File: src/rtl/alu24_op_sequencer.sv
// alu24_op_sequencer: issues commands from one requester to a 24-bit ALU.
// Single ALU ops take one EXEC cycle and are registered. MUL is an unsigned
// shift-and-add loop that reuses the ALU adder, one ALU add per step.
// The result is held in DONE until the consumer takes it.
//
// Handshakes: a transfer happens on a rising edge where valid & ready are both
// 1. Valid must not depend on ready. A source holds its payload stable while
// valid & ~ready. ReqReady is high only in IDLE with Reset low. RspValid is
// high only in DONE. IDLE and DONE are distinct states, so a command is never
// accepted in the same cycle as a response handshake.
//
// Optional feature: define ALU24_SEQ_EARLY_EXIT_EN to leave the MUL loop as
// soon as the remaining multiplier is zero. Results and flags are the same as
// the full 24-step loop.
module alu24_op_sequencer #(
  parameter int WIDTH     = 24,
  parameter int MUL_STEPS = 24
) (
  input  logic             Clock,
  input  logic             Reset,
  input  logic             ReqValid,
  output logic             ReqReady,
  input  logic             ReqMul,
  input  logic [2:0]       ReqOp,
  input  logic             ReqBNegate,
  input  logic [WIDTH-1:0] ReqA,
  input  logic [WIDTH-1:0] ReqB,
  input  logic [3:0]       ReqShamt,
  output logic             RspValid,
  input  logic             RspReady,
  output logic [WIDTH-1:0] RspResult,
  output logic             RspZero,
  output logic             RspOverflow,
  output logic             RspCarry,
  output logic [WIDTH-1:0] AluA,
  output logic [WIDTH-1:0] AluB,
  output logic [3:0]       AluShamt,
  output logic             AluBNegate,
  output logic [2:0]       AluOp,
  input  logic [WIDTH-1:0] AluResult,
  input  logic             AluZero,
  input  logic             AluOverflow,
  input  logic             AluCarry,
  output logic [1:0]       dbg_state
);

  localparam int STEP_W = $clog2(MUL_STEPS + 1);
  localparam logic [2:0] OP_ADD  = 3'b010;
  localparam logic [2:0] OP_ZERO = 3'b100;

  typedef enum logic [1:0] {
    ST_IDLE = 2'd0,
    ST_EXEC = 2'd1,
    ST_MUL  = 2'd2,
    ST_DONE = 2'd3
  } state_t;

  state_t             state_q, state_d;
  logic [2:0]         op_q, op_d;
  logic               bneg_q, bneg_d;
  logic [3:0]         shamt_q, shamt_d;
  // a_q holds operand A, which is the multiplicand during MUL (shifted left).
  // b_q holds operand B, which is the multiplier during MUL (shifted right).
  logic [WIDTH-1:0]   a_q, a_d;
  logic [WIDTH-1:0]   b_q, b_d;
  logic [WIDTH-1:0]   acc_q, acc_d;
  logic [STEP_W-1:0]  step_q, step_d;
  logic               ovf_q, ovf_d;
  logic [WIDTH-1:0]   rsp_result_q, rsp_result_d;
  logic               rsp_zero_q, rsp_zero_d;
  logic               rsp_ovf_q, rsp_ovf_d;
  logic               rsp_carry_q, rsp_carry_d;
  logic               mul_done;

  // State and datapath registers with synchronous active-high reset.
  always_ff @(posedge Clock) begin
    if (Reset) begin
      state_q      <= ST_IDLE;
      op_q         <= '0;
      bneg_q       <= 1'b0;
      shamt_q      <= '0;
      a_q          <= '0;
      b_q          <= '0;
      acc_q        <= '0;
      step_q       <= '0;
      ovf_q        <= 1'b0;
      rsp_result_q <= '0;
      rsp_zero_q   <= 1'b0;
      rsp_ovf_q    <= 1'b0;
      rsp_carry_q  <= 1'b0;
    end else begin
      state_q      <= state_d;
      op_q         <= op_d;
      bneg_q       <= bneg_d;
      shamt_q      <= shamt_d;
      a_q          <= a_d;
      b_q          <= b_d;
      acc_q        <= acc_d;
      step_q       <= step_d;
      ovf_q        <= ovf_d;
      rsp_result_q <= rsp_result_d;
      rsp_zero_q   <= rsp_zero_d;
      rsp_ovf_q    <= rsp_ovf_d;
      rsp_carry_q  <= rsp_carry_d;
    end
  end

  // Next-state and datapath update: command latch, MUL step, result capture.
  always_comb begin
    state_d      = state_q;
    op_d         = op_q;
    bneg_d       = bneg_q;
    shamt_d      = shamt_q;
    a_d          = a_q;
    b_d          = b_q;
    acc_d        = acc_q;
    step_d       = step_q;
    ovf_d        = ovf_q;
    rsp_result_d = rsp_result_q;
    rsp_zero_d   = rsp_zero_q;
    rsp_ovf_d    = rsp_ovf_q;
    rsp_carry_d  = rsp_carry_q;
    // The loop always ends after MUL_STEPS steps. With early exit it can also
    // end as soon as no multiplier bits remain.
`ifdef ALU24_SEQ_EARLY_EXIT_EN
    mul_done = (step_q == STEP_W'(MUL_STEPS)) || (b_q == '0);
`else
    mul_done = (step_q == STEP_W'(MUL_STEPS));
`endif
    case (state_q)
      ST_IDLE: begin
        if (ReqValid && ReqReady) begin
          op_d    = ReqOp;
          bneg_d  = ReqBNegate;
          shamt_d = ReqShamt;
          a_d     = ReqA;
          b_d     = ReqB;
          if (ReqMul) begin
            acc_d   = '0;
            step_d  = '0;
            ovf_d   = 1'b0;
            state_d = ST_MUL;
          end else begin
            state_d = ST_EXEC;
          end
        end
      end
      ST_EXEC: begin
        rsp_result_d = AluResult;
        rsp_zero_d   = AluZero;
        rsp_ovf_d    = AluOverflow;
        rsp_carry_d  = AluCarry;
        state_d      = ST_DONE;
      end
      ST_MUL: begin
        if (mul_done) begin
          rsp_result_d = acc_q;
          rsp_zero_d   = (acc_q == '0);
          rsp_ovf_d    = ovf_q;
          rsp_carry_d  = 1'b0;
          state_d      = ST_DONE;
        end else begin
          if (b_q[0]) begin
            acc_d = AluResult;
            ovf_d = ovf_q | AluCarry;
          end
          // A multiplicand bit about to be shifted out while higher multiplier
          // bits remain would add 2^WIDTH or more to the product.
          ovf_d  = ovf_d | (a_q[WIDTH-1] & (|b_q[WIDTH-1:1]));
          a_d    = a_q << 1;
          b_d    = b_q >> 1;
          step_d = step_q + STEP_W'(1);
        end
      end
      ST_DONE: begin
        if (RspReady) begin
          state_d = ST_IDLE;
        end
      end
      default: state_d = ST_IDLE;
    endcase
  end

  // Outputs: ALU operands per state and handshake and response signals.
  always_comb begin
    AluA       = '0;
    AluB       = '0;
    AluShamt   = '0;
    AluBNegate = 1'b0;
    AluOp      = OP_ZERO;
    case (state_q)
      ST_EXEC: begin
        AluA       = a_q;
        AluB       = b_q;
        AluShamt   = shamt_q;
        AluBNegate = bneg_q;
        AluOp      = op_q;
      end
      ST_MUL: begin
        AluA  = acc_q;
        AluB  = a_q;
        AluOp = OP_ADD;
      end
      default: ;
    endcase
    ReqReady    = (state_q == ST_IDLE) && !Reset;
    RspValid    = (state_q == ST_DONE);
    RspResult   = rsp_result_q;
    RspZero     = rsp_zero_q;
    RspOverflow = rsp_ovf_q;
    RspCarry    = rsp_carry_q;
    dbg_state   = state_q;
  end

endmodule
File: config.mk
export PLATFORM = sky130hd
export DESIGN_NAME = alu24_op_sequencer
export DESIGN_NICKNAME = d
export VERILOG_FILES = /design/src/rtl/alu24_op_sequencer.sv
export SDC_FILE = /design/constraint.sdc
export NUM_CORES = 1
export LEC_CHECK = 0
export CAP_MARGIN = 10
export CORE_MARGIN = 2
export CORE_UTILIZATION = 49
export CTS_BUF_LIST = sky130_fd_sc_hd__clkbuf_16
export DETAILED_ROUTE_END_ITERATION = 8
export PLACE_DENSITY = 0.82
export SKIP_CTS_REPAIR_TIMING = 1
export SLEW_MARGIN = 20
export SYNTH_ARGS = -nofsm -noshare
export SYNTH_HDL_FRONTEND = slang
export SYNTH_SLANG_ARGS = --single-unit
File: constraint.sdc
create_clock -name Clock -period 5.11 [get_ports Clock]
set_input_delay 1.022 -clock Clock [delete_from_list [all_inputs] [get_ports Clock]]
set_output_delay 1.022 -clock Clock [all_outputs]
set_load 0.03 [all_outputs]
# Yosys cells after proc, flatten, opt, wreduce, memory -nomap -nowiden
# Cells that the tools add are included.
[totals]
wordCells = 81
inputBits = 88
regBits = 115
[classes]
eq_ne = 10
muxes = 40
n_bitwise = 3
addsub = 1
reduce_logical = 14
[ops]
columns = ["op", "count"]
rows = [
  ["$pmux 24 s2", 6],
  ["$mux 24", 9],
  ["$logic_not 24->1", 1],
  ["$reduce_or 23->1", 1],
  ["$mux 5", 3],
  ["$mux 1", 10],
  ["$ne 2x2->1 const B", 5],
  ["$pmux 5 s2", 1],
  ["$mux 2", 4],
  ["$pmux 1 s2", 4],
  ["$pmux 2 s4", 1],
  ["$pmux 3 s2", 1],
  ["$reduce_and 3->1", 2],
  ["$add 5x1->5 const B", 1],
  ["$eq 5x5->1 const B", 1],
  ["$reduce_and 5->1", 1],
  ["$eq 2x2->1 const B", 2],
  ["$mux 4", 1],
  ["$reduce_and 2->1", 2],
  ["$reduce_and 4->1", 1],
  ["$reduce_bool 2->1", 2],
  ["$eq 2x1->1 const B", 1],
  ["$logic_and 1x1->1", 2],
  ["$logic_not 2->1", 1],
  ["other kinds (4)", 5],
]

# Depth between registers and ports, before layout
# Gate-level depths: netlist (run 1).
[depth]
depth_word = 7
ltp_mapped = 9
depth_no_buf = 6

# Worst setup path after synthesis (run 1)
# Ideal clock, no wire load.
[synth_timing]
path_kind = "register to output"
startpoint = "reg state_q[0], in the netlist dbg_state[0]"
endpoint = "out AluOp[2]"
stages_incl_launch_ff = 8
n_path_buf = 4
required_ns = 4.088
path_slack_ns = 2.057
arrival_ns = 2.031
cell_sequence = "dfxtp_1 -> inv_1 -> ha_1 -> buf_2 -> buf_2 -> buf_2 -> clkbuf_1 -> mux2i_1"
[synth_between]
elab_chain_cells = 2
[synth_lines]
columns = ["element", "line_no", "text"]
rows = [
  ["start, declared", "58", "state_t state_q, state_d;"],
  ["start signal, assigned", "92", "state_q <= state_d;"],
  ["$eq 2x2->1 or $eq 2x1->1 (tied branches)", "191", "case (state_q)"],
  ["$pmux 3 s2 (*)", "191", ""],
  ["end, declared", "39", "output logic [2:0] AluOp,"],
]
# Every way passes the cells marked *; elsewhere a longest branch is shown, timed or not.

# Worst setup path in the final report (run 1)
[layout_timing]
startpoint = "reg state_q[0], in the netlist dbg_state[0]"
endpoint = "out AluB[6]"
[layout_between]
elab_chain_cells = 2
[layout_lines]
columns = ["element", "line_no", "text"]
rows = [
  ["$eq 2x2->1 or $eq 2x1->1 (tied branches)", "191", ""],
  ["$pmux 24 s2 (*)", "191", ""],
  ["end, declared", "36", "output logic [WIDTH-1:0] AluB,"],
]
# Marks and branches as above.

==> results of run 1 <==
worst max-delay path, cell delays in order (launching register included):
cell and delay, ps:
dfxtp_1 360, inv_1 160, ha_4 710, buf_4 450, a22oi_1 160, nor2b_1 210, clkdlybuf4s50_1 690
per-stage QoR:
step                      utilization  cell area [µm²]
after floorplan                     -             6120
after global placement          0.649             7860
after detailed placement        0.649             7860
after CTS                       0.698             8450
after global routing            0.698             8450
final                           0.698             8450
cell type report:
cell class,instances,share of cell area
clock buffer,17,0.0503
timing repair buffer,186,0.216
clock inverter,13,0.0198
tap,168,0.0249
sequential,115,0.272
inverter,9,0.00400
multi-input combinational,495,0.412
metal layers:
layer,routed length (µm),track usage,part of all wire
met5,0,0,0
met3,1540,0.0554,0.078
met4,567,0.106,0.029
met2,9040,0.448,0.46
met1,8550,0.392,0.43
cell usage in the layout, fill, tap and decap left out, types with 9 or more instances in the layout:
cell	n
a22oi_1	48
dfxtp_1	115
inv_1	9
o31ai_1	25
clkdlybuf4s50_1	173
o311ai_0	24
nor2_1	29
a211oi_1	73
nor4_1	9
nand3_1	11
nand2_1	41
nor2b_1	50
buf_4	13
mux2i_1	75
a21oi_1	59
clkbuf_16	17
final timing paths:
check | cells after the start | to | start | slack (ps)
setup reg to reg | 7 | acc_q[2]$_SDFFE_PP0P_ | dbg_state[0]$_SDFFE_PP0P_ | 1910
setup / recovery | 6 | AluB[6] | dbg_state[0]$_SDFFE_PP0P_ | 880
hold reg to reg | 2 | bneg_q$_SDFFE_PP0P_ | bneg_q$_SDFFE_PP0P_ | 460
hold / removal | 2 | bneg_q$_SDFFE_PP0P_ | bneg_q$_SDFFE_PP0P_ | 460
flip-flops by register name, summed over array words and instances, names as in the netlist:
name,cells
RspResult,24
a_q,24
acc_q,24
b_q,24
step_q,5
shamt_q,4
op_q,3
dbg_state,2
RspCarry,1
RspOverflow,1
RspZero,1
bneg_q,1
ovf_q,1
cell families after synthesis:
kind of cell	Yosys count
AOI/OAI and AO/OA	244
and+or+nand+nor	168
DFF	115
buffers and inverters	85
adders and majority gates	7
muxes	76
power by group through the flow:
stage / Sequential, mW / Clock (mW) / Combinational (mW)
3_5_place_dp: 1.62 / 0 / 3.04
5_1_grt: 1.65 / 1.25 / 3.32
3_3_place_gp: 1.60 / 0 / 2.94
2_1_floorplan: 1.70 / 0 / 2.08
4_1_cts: 1.60 / 1.21 / 3.06
6_report: 1.62 / 1.20 / 3.10
==> run summary, run 1 <==
The flow ran to the end, and the final reports show no timing, DRC or antenna violations. The share of synthesized area occupied by flip-flops and latches is 0.376. The finished layout holds 1003 standard cells, fillers aside. In the global route stage, overall resource usage came out at 0.286. The share of the synthesized netlist area taken by xor and xnor gates is 0. The share of total power dissipated in combinational logic is 0.523. The number of antenna diodes in the final layout is 0. Setup repair after global routing left no endpoint under its margin. The number of detailed-route iterations in the first pass is 7. The pre-CTS worst setup slack is 1370 ps.

The number of top-level design ports is 175. The clock insertion delay at the later pin of the skew report came out at 410 ps. Of the total synthesized cell area, the portion taken by full adders, half adders and majority gates is 0.0143. For this run, asynchronously set or reset flops after synthesis account for 0. The startpoint kind of the worst setup timing path is a register.

The hold slack is 457 ps. The portion of total power attributed to sequential cells is 0.273. The die is 116 µm tall. The part of the power in the clock network is 0.203. The total overflow reported by the global router came out at 0. Of the cells placed in the final design, the portion with a size suffix greater than 1 is 0.0563. Ranked by instance count, the synthesized netlist is headed by 115 x dfxtp_1, 75 x mux2i_1, 73 x a211oi_1. The final weighted congestion in routability-driven placement came out at 0.905.

The data required time at the worst endpoint is 4090 ps. The effective utilization at floorplan came out at 0.505. The fraction of synthesized cell area taken by the top area cell type came out at 0.376. Counting flops and latches in the post-synthesis netlist gives 115. The depth of the CTS H-tree came out at 4.

Across the whole layout, storage elements account for 2300 µm². The final routed DRC violation total came out at 0. The post-detailed-routing wire length is 19.7 mm. The port buffer count came out at 174.

The worst min-delay path class is reg2reg. The final cycle utilization of the critical path came out at 0.827. Entering global routing, the biggest net connects 63 pins.

The maximum clock path buffer count is 2. Ranked by total cell area, the synthesized netlist is headed by dfxtp_1 38%, mux2i_1 12%, a211oi_1 9.0%, a22oi_1 5.9%, nor2b_1 5.1%. The worst-case clock skew came out at 11.1 ps.

The post-detailed-route wirelength per cell is 19.6 µm. The most used flip-flop cell after synthesis is dfxtp_1. By startpoint and endpoint, the worst setup path is classified as reg2out. The switching portion of total power is 0.451. Along the worst path, the maximum fanout reaches 62.

The final hold violation count is 0. The via count is 6254. After synthesis, the largest family of logic cells by area is compound AO/OA/AOI/OAI gates.

The total count of max-transition violations in the final report came out at 0. The via-per-instance ratio is 6.24. The half-perimeter wire length of the detailed placement result came out at 13.6 mm.

The area of combinational cells with multiple inputs came out at 3480 µm². The global-route wire length before repair is 30.3 mm. The floorplan has 40 rows. The tree is rooted in a clkbuf_16. The area growth from synthesis to layout came out at 38.1%. The detailed router finished its first iteration with 620 violations. The maximum vdd drop came out at 0.000694 V.

The post-synthesis net count is 790. The final worst-path setup slack is 882 ps. The signal arrival time at the worst endpoint is 3210 ps.

The switching power came out at 2.67 mW. Max-cap violations in this run came to 0. The total of fill cells in the finished design came out at 951. The clock slew seen by the registers of the worst setup and hold paths is 50 ps. The post-synthesis share of cell area spent on and, or, nand and nor gates is 0.146. The core region is 12100 µm². The post-layout total power is 5.92 mW. After detailed placement, the design holds a cell count of 973.

The number of warnings reported in the yosys synthesis log came out at 0. The critical path capture point type is a primary output. The leakage dissipation came out at 2.75 nW. The max-slew headroom at the worst pin came out at 0.254.

Synthesis handed over a netlist of 695 instances. TritonCTS built the clock tree. dfxtp_1 is the most common cell in the netlist. The net count reported at finish is 919. The post-synthesis cell type count came out at 40. The via count of the first global-routing pass is 5789. The total die area is 13400 µm². The number of clock sinks seen by CTS is 115. The internal power is 3.25 mW. The count of flip-flops with a built-in enable after synthesis came out at 0. The total setup violations reported at the end of the flow came out at 0. The initial antenna violation count came to 0. The area of the mapped netlist came out at 6120 µm².

The post-layout minimum cycle time came out at 4230 ps. The count of nets left with antenna violations once routing finished came out at 0. The sum of negative setup slack is 0 ps.

At the pin with the least slew margin, the transition time is 1120 ps. The compound-cell area share of the yosys netlist came out at 0.279. The biggest area consumer among synthesized cells is dfxtp_1. The multiplexer fraction of the synthesized cell area came out at 0.124. Dividing the synthesized area by the synthesized cell count gives 8.81 µm².

The horizontal die dimension came out at 116 µm. Clock tree synthesis inserted a total of 17 buffers. Based on the critical path, the design can be clocked at up to 237 MHz. The power per cell area is 700 nW/µm².
No activity file was read; power rests on OpenSTA's default activity.
==> run 2: changes to the inputs <==
- CORE_UTILIZATION: 49 -> 44
- PLACE_DENSITY: 0.82 -> 0.78
- clock period: 5.11 -> 3.4 ns (I/O delays scaled with it)
==> run 2 against run 1 <==
  * Non-clock buffer count grew 8
  * Combinational power grew 54%
  * Critical path type unchanged
  * Hold slack lost 9.1 ps
  * Global-route usage shrank 3.0 points
  * Setup slack lost 750 ps
==> run summary, run 2 (same netlist as run 1, synthesis figures left out) <==
The effective utilization at floorplan came out at 0.446. The clock insertion delay at the later pin of the skew report came out at 410 ps. The final layout contains 927 nets. The part of the power in the clock network is 0.189. In the layout the commonest cells are 172 x clkdlybuf4s50_1, 115 x dfxtp_1, 75 x mux2i_1, 73 x a211oi_1, 59 x a21oi_1. The post-route non-filler standard cell count is 1023. Traced cell by cell, the critical path runs through inv_1 > ha_1 > buf_4 > nor2b_1 > clkdlybuf4s50_1. The global-route wire length before repair came out at 29.9 mm.

The measured slew at the worst slew-check pin came out at 1130 ps. The total inserted antenna cells came out at 0. STA classifies the critical path startpoint as a register.

The horizontal die dimension is 122 µm. The initial antenna violation count is 0. The via count of the first global-routing pass is 5639.

The number of violations of the max-capacitance limit is 0. The port buffer count came out at 174. The portion of total power attributed to sequential cells is 0.272. Cell internal power was estimated by the tool at 4.84 mW.

The number of buffers created by CTS came out at 17. The worst hold path begins at bneg_q$_SDFFE_PP0P_. The startpoint identified for the worst register-to-register timing path is dbg_state[0]$_SDFFE_PP0P_.

Of the available clock period, the critical path in the final layout requires 0.960. The first routing iteration left 604 violations. The flow ran to the end, and the final reports show no timing, DRC or antenna violations.

For this run, the detailed router's first-pass iteration total came to 5. Setup repair after global routing left no endpoint under its margin. The TritonCTS clock tree is built. The data required time at the worst endpoint is 2720 ps. The post-detailed-routing wire length is 19.4 mm.

The signal arrival time at the worst endpoint is 2580 ps. The max-slew headroom at the worst pin is 0.246. The maximum vdd drop came out at 0.000576 V. The total area inside the core boundary comes to 13700 µm². The total setup violations reported at the end of the flow is 0. The worst hold path belongs to the class reg2reg. The end-of-flow core utilization is 0.623. The largest fanout on the critical path is 35. The end point of the most critical hold path is bneg_q$_SDFFE_PP0P_. The most common cell after layout, fill and taps aside is clkdlybuf4s50_1. For this run, design rule violations remaining after detail routing come to 0. The via count came out at 6113. The y dimension of the die came out at 122 µm. The global-route usage over all layers is 0.255. The final hold violation count is 0.

The slack of the worst reg-to-reg path is 680 ps. The number of cells in the design after placement is 991. The maximum clock path buffer count is 2.

The final weighted congestion in routability-driven placement came out at 0.893. The largest net degree at the start of global routing came out at 102. The total number of placement rows is 43. Among all stages on the critical path, the largest delay is contributed by clkdlybuf4s50_1.

The worst setup path is of the reg2out kind. In this run the remaining antenna-violating nets after routing total 0. The die covers 14900 µm².

The area growth from synthesis to layout is 39.6%. The half-perimeter wire length of the detailed placement result came out at 13.0 mm. The logic gate share of total power came out at 0.539. Of the total power, the share spent switching nets is 0.454. The switching power is 4.03 mW. For this design the ratio of total power to cell area is 1040 nW/µm². The tree is rooted in a clkbuf_16. The most critical setup path has its startpoint at dbg_state[0]$_SDFFE_PP0P_. The number of top-level design ports is 175. The highest cell delay on the worst timing path is 710 ps. The clock slew seen by the registers of the worst setup and hold paths came out at 50 ps. The via-per-instance ratio came out at 5.98. The worst flop-to-flop path endpoint is acc_q[9]$_SDFFE_PP0P_. The post-layout minimum cycle time is 3260 ps. The critical path capture point type is a primary output. The fraction of final layout cells with drive strength greater than 1 came out at 0.0664. The number of clock sinks seen by CTS came out at 115.

The worst hold path was traced through 2 stages. Dividing the detail-routed wire length by the instance count gives 19.0 µm. The leakage dissipation came out at 2.79 nW.

For the final database, setup skew stands at 10.4 ps. The maximum clock rate came out at 306 MHz. The total count of max-transition violations in the final report is 0. The depth of the CTS H-tree came out at 4.

The worst-case reg-to-reg path depth is 7. The total overflow reported by the global router came out at 0.
==> run 2: power groups by stage <==
stage          clock network (mW)  logic (mW)  registers [mW]
5_1_grt                      1.76        5.17            2.47
6_report                     1.68        4.77            2.41
3_5_place_dp                    0        4.65            2.42
2_1_floorplan                   0        3.13            2.55
3_3_place_gp                    0        4.52            2.40
4_1_cts                      1.69        4.67            2.39
==> run 2: how the worst max path moves through the flow <==
stage | endpoint | slack, ps | cells past startpoint
detailed placement | AluA[2] | 430 | 6
global route | AluB[0] | 50 | 5
floorplan | AluOp[2] | 690 | 7
CTS | AluB[9] | -40 | 6
finish | AluB[0] | 140 | 5
global placement | AluA[10] | 510 | 6
==> run 2: critical path: cells and delay by family (launching register included) <==
family	cells	cell delay (ps)
flops	1	410
buf+inv	3	1160
simple gates	1	260
fa+ha+maj	1	340
==> run 2: area by class of cell <==
cell class                 instances  area (µm²)
clock buffer                      17         425
clock inverter                    13         120
fill                            1162        5170
inverter                           9        33.8
multi-input combinational        495        3490
sequential                       115        2300
tap                              180         225
timing repair buffer             194        1950
==> run 2: through the flow <==
step	setup slack, ps	power, mW	area (µm²)	setup TNS, ps	hold slack [ps]
after floorplan	689	5.68	6120	0	429
after global placement	508	6.92	7960	0	441
after detailed placement	425	7.07	7960	0	442
after CTS	-42.5	8.76	8500	-260	451
after global routing	46.2	9.39	8550	0	475
final	136	8.86	8550	0	448
==> run 2: per-layer routing <==
layer / vias up / track usage / part of all wire
met1: 2879 / 0.356 / 0.44
met3: 36 / 0.0520 / 0.072
li1: 2906 / - / -
met4: 0 / 0.0898 / 0.023
met2: 292 / 0.392 / 0.47
met5: - / 0 / 0
